==> src/rtl/telem_frame_rx.sv <==
// Telemetry deframer: locks onto the 0xAA 0x55 preamble, rebuilds the 12-bit
// battery/current/torque words and keeps good-frame and framing-error counts.
module telem_frame_rx #(
   parameter int TIMEOUT = 100000,
   parameter int TO_W    = 17
) (
   input  logic        clk,
   input  logic        rst,
   input  logic        rdy,
   input  logic [7:0]  rx_data,
   output logic        clr_rdy,
   output logic [11:0] batt,
   output logic [11:0] curr,
   output logic [11:0] torque,
   output logic        frm_vld,
   output logic [15:0] frm_cnt,
   output logic [7:0]  err_cnt,
   output logic        synced,
   output logic [2:0]  dbg_state
);

   // Handshake: a byte is taken when rdy is high and we did not acknowledge
   // last cycle; clr_rdy is the registered acknowledge of that accept.
   typedef enum logic [2:0] {
      HUNT_AA, HUNT_55, B_HI, B_LO, C_HI, C_LO, T_HI, T_LO
   } state_t;

   state_t          state;
   logic [11:0]     b_sh, c_sh, t_sh;
   logic [TO_W-1:0] to_cnt;
   logic            acc;
   logic            to_hit;
   logic            bad_hi;
   logic [7:0]      err_inc;

   assign acc       = rdy & ~clr_rdy;
   // An accept in the same cycle as the limit wins over the timeout.
   assign to_hit    = (state != HUNT_AA) && !acc && (to_cnt == TO_W'(TIMEOUT));
   assign bad_hi    = (rx_data[7:4] != 4'h0);
   assign err_inc   = (err_cnt == 8'hFF) ? err_cnt : err_cnt + 8'd1;
   assign dbg_state = state;

   always_ff @(posedge clk) begin
      if (rst) begin
         state   <= HUNT_AA;
         clr_rdy <= 1'b0;
         b_sh    <= '0;
         c_sh    <= '0;
         t_sh    <= '0;
         to_cnt  <= '0;
         batt    <= '0;
         curr    <= '0;
         torque  <= '0;
         frm_vld <= 1'b0;
         frm_cnt <= '0;
         err_cnt <= '0;
         synced  <= 1'b0;
      end else begin
         clr_rdy <= acc;
         frm_vld <= 1'b0;
         if (acc || state == HUNT_AA) to_cnt <= '0;
         else                         to_cnt <= to_cnt + 1'b1;

         if (to_hit) begin
            state   <= HUNT_AA;
            err_cnt <= err_inc;
            synced  <= 1'b0;
            b_sh    <= '0;
            c_sh    <= '0;
            t_sh    <= '0;
         end else if (acc) begin
            case (state)
               HUNT_AA: if (rx_data == 8'hAA) state <= HUNT_55;
               HUNT_55: begin
                  if (rx_data == 8'h55) state <= B_HI;
                  else if (rx_data != 8'hAA) begin
                     state   <= HUNT_AA;
                     err_cnt <= err_inc;
                     synced  <= 1'b0;
                  end
               end
               B_HI, C_HI, T_HI: begin
                  if (bad_hi) begin
                     state   <= HUNT_AA;
                     err_cnt <= err_inc;
                     synced  <= 1'b0;
                  end else begin
                     case (state)
                        B_HI:    begin b_sh[11:8] <= rx_data[3:0]; state <= B_LO; end
                        C_HI:    begin c_sh[11:8] <= rx_data[3:0]; state <= C_LO; end
                        default: begin t_sh[11:8] <= rx_data[3:0]; state <= T_LO; end
                     endcase
                  end
               end
               B_LO: begin b_sh[7:0] <= rx_data; state <= C_HI; end
               C_LO: begin c_sh[7:0] <= rx_data; state <= T_HI; end
               T_LO: begin
                  t_sh[7:0] <= rx_data;
                  batt      <= b_sh;
                  curr      <= c_sh;
                  torque    <= {t_sh[11:8], rx_data};
                  frm_vld   <= 1'b1;
                  frm_cnt   <= frm_cnt + 16'd1;
                  synced    <= 1'b1;
                  state     <= HUNT_AA;
               end
               default: state <= HUNT_AA;
            endcase
         end
      end
   end

endmodule

==> config.mk <==
export PLATFORM = sky130hd
export DESIGN_NAME = telem_frame_rx
export DESIGN_NICKNAME = d
export VERILOG_FILES = /design/src/rtl/telem_frame_rx.sv
export SDC_FILE = /design/constraint.sdc
export NUM_CORES = 1
export LEC_CHECK = 0
export ABC_AREA = 0
export ABC_CLOCK_PERIOD_IN_PS = 2550
export CAP_MARGIN = 0
export CORE_MARGIN = 1.5
export CORE_UTILIZATION = 35
export CTS_BUF_LIST = sky130_fd_sc_hd__clkbuf_8
export DETAILED_ROUTE_END_ITERATION = 7
export PLACE_DENSITY_LB_ADDON = 0.2
export SLEW_MARGIN = 20
export SYNTH_ARGS = -nofsm -noshare
export SYNTH_HDL_FRONTEND = slang
export SYNTH_SLANG_ARGS = --single-unit
==> constraint.sdc <==
create_clock -name clk -period 2.55 [get_ports clk]
set_input_delay 0.51 -clock clk [delete_from_list [all_inputs] [get_ports clk]]
set_output_delay 0.51 -clock clk [all_outputs]
set_load 0.01 [all_outputs]
==> flow_metrics.py <==
metrics = {
    "synth": {
        "synth_edf_count": 0,
        "ys.flop_type": "dfxtp_1",
        "synthMuxAreaShare": 0.0559,
        "ys.warnings.count": 0,
        "synthArstFlopShare": 0,
        "synthAdderAreaFrac": 0.0110,
        "ys_seq_area_frac": 0.487,
        "postSynthCellCount": 537,
        "syn_area_sq_um": 4560,
        "synth-simple-area-share": 0.253,
        "synth.distinct_cells": 48,
        "synth-xor-area-share": 0.0556,
        "syn_area_per_cell_sq_um": 8.50,
        "synth_compound_area_frac": 0.0954,
        "synth_top_family_by_area": "simple AND/OR/NAND/NOR gates",
        "synth_fp_nets": 552,
        "ys_ff_latch": 111,
    },
    "pwr": {
        "power_switching_uw": 644,
        "swShare": 0.224,
        "power_frac_clock": 0.354,
        "ir_drop_mv": 0.337,
        "power.density_nw_per_um2": 497,
        "p_total_uw": 2880,
        "p_leak_uw": 0.00198,
        "internal_power_uw": 2230,
        "combPwrFrac": 0.042,
        "p_seq_frac": 0.604,
    },
    "sta": {
        "max_freq_ghz": 0.418,
        "hold_viol": 0,
        "drv_slew": 0,
        "post-route-period-util": 0.937,
        "finalSetupViolCount": 0,
        "tightest_slew_ps": 692,
        "final.setup.tns_ps": 0,
        "worst_hold_slack_ps": 451,
        "post-route-min-period_ps": 2390,
        "rsz0062_at_grt": "false",
        "relSlewSlack": 0.534,
        "finClkSkew_ps": 11.1,
    },
    "worst_setup_path": {
        "cp.required_ps": 2810,
        "crit_path_end_kind": "flip-flop",
        "cp-start-kind": "flip-flop",
        "path_class": "flip-flop to flip-flop",
        "cp_max_fo": 7,
        "reg2reg_slack_ps": 160,
        "cp_data_arrival_time_ps": 2650,
    },
    "clock_network": {
        "root_buffer": "clkbuf_8",
        "clkLatencyLatePin_ps": 360,
        "clock-sinks": 111,
        "cts_buffer_depth": 2,
        "htreeDepth": 3,
        "clk_pin_slew_worst_paths_ps": 100,
        "cts_tree": "yes",
        "cts_setup_buffers": 0,
        "cts_inserted_buffers": 9,
        "postCtsHoldBufs": 0,
        "cts-resized-gates": 0,
    },
    "detailed_routing": {
        "wire_per_inst_microns": 13.4,
        "dr.pass1.iters": 4,
        "avgViaCountPerCell": 4.83,
        "routed_wl_mm": 10.6,
        "met1_length_mm": 5.09,
        "vias": 3837,
        "antenna_left": 0,
        "wl_met2_mm": 4.86,
        "top_layer_used": "met4",
        "drtIter0Drc": 255,
        "drcViolationCount": 0,
        "wl_met3_microns": 529,
    },
    "floorplanning": {
        "io_pins": 77,
        "die_height_microns": 117,
        "die_w_microns": 117,
        "die_area_sq_um": 13700,
        "row_count": 41,
        "start_util": 0.360,
        "core_area_sq_um": 12700,
    },
    "place": {
        "gp_congestion": 0.825,
        "place_hpwl_mm": 7.56,
        "dpl-instance-area_sq_um": 5600,
        "place.port_buffers": 76,
    },
    "layout": {
        "fin_util": 0.457,
        "post-route-cell-area_sq_um": 5790,
        "final_common_cell": "dfxtp_1",
        "nNetsFinal": 633,
        "layout_common_cells": "dfxtp_1 (111), nand2_1 (97), clkdlybuf4s50_1 (75), nor2_1 (67), a21oi_1 (53)",
        "diodes": 0,
        "syn2layout_area_growth_pct": 26.9,
        "layout-drive-gt1-share": 0.0835,
    },
    "global_routing": {
        "grt_pass1_vias": 3610,
        "track_usage": 0.161,
        "grt_max_degree": 42,
        "grt_pass1_wl_mm": 17.5,
        "grt_overflow": 0,
        "antenna_found_initial": 0,
    },
    "flow_run": {
        "cap_violations": 0,
    },
    "outcome": {
        "outcome": "complete, no violations",
    },
    "hold_path": {
        "hp-class": "flip-flop to flip-flop",
    },
}
worst paths after layout:
check | startpoint | end | depth (start not counted)
worst max register to register | to_cnt[1] | err_cnt[0] | 7
worst min register to register | b_sh[10] | batt[10] | 2
worst min-delay path | b_sh[10] | batt[10] | 2
worst max-delay path | to_cnt[1] | err_cnt[0] | 7
logic make-up after synthesis:
group / after synthesis
xor+xnor: 29
simple gates: 250
mux: 25
compound gates: 74
buf+inv: 44
fa+ha+maj: 4
flops: 111
layer usage:
metal | global-route usage | vias to the layer above
li1 | - | 1961
met1 | 0.216 | 1775
met2 | 0.259 | 90
met3 | 0.0350 | 11
met4 | 0.0530 | 0
met5 | 0 | -
synth_stat cells, drive strengths merged (2+ instances only):
cell	instances	share of area
dfxtp	111	0.49
nand2	97	0.080
nor2	68	0.056
a21oi	54	0.060
mux2i	21	0.046
nand3	21	0.023
xnor2	18	0.035
clkbuf	16	0.013
buf	14	0.017
inv	14	0.012
xor2	11	0.021
nand4	8	0.011
nor2b	8	0.011
nor3	7	0.0077
o21ai	7	0.0077
and3	6	0.0082
nor4	6	0.0082
a211oi	5	0.0082
nand2b	5	0.0074
or3	5	0.0069
ha	4	0.011
mux2	4	0.0099
nor3b	3	0.0049
or2	3	0.0041
a41oi	2	0.0038
and2	2	0.0027
and3b	2	0.0038
nand4b	2	0.0038
o211ai	2	0.0033
or4	2	0.0041
layout make-up:
class / count / area [sq um]
multi-input combinational: 382 / 2150
clock inverter: 7 / 65.1
inverter: 14 / 52.6
timing repair buffer: 100 / 961
clock buffer: 9 / 124
tap: 172 / 215
sequential: 111 / 2220
fill: 1246 / 6880
state kept, by name (all words and copies together) (netlist names), 8 cells and up:
register,count
to_cnt,17
frm_cnt,16
b_sh,12
batt,12
c_sh,12
curr,12
torque,12
err_cnt,8
stage by stage:
stage	cells	worst slack (ps)
after global routing	795	8.54
after detailed placement	779	47.5
after global placement	779	85.0
after CTS	795	146
after floorplan	537	347
final	795	160
critical path: stages (launching register included):
cell and delay [ps]:
dfxtp_1 350, inv_1 90, ha_1 150, nand4b_1 100
or4_1 520, or3_1 530, a21oi_2 230, mux2_1 330
power by group through the flow:
stage | Sequential (uW) | Combinational, uW | Clock, uW
floorplan | 1780 | 54.3 | 0
global placement | 1780 | 121 | 0
detailed placement | 1780 | 122 | 0
CTS | 1740 | 123 | 1070
global route | 1740 | 132 | 1130
finish | 1740 | 122 | 1020
(Power assumes the default switching activity.)
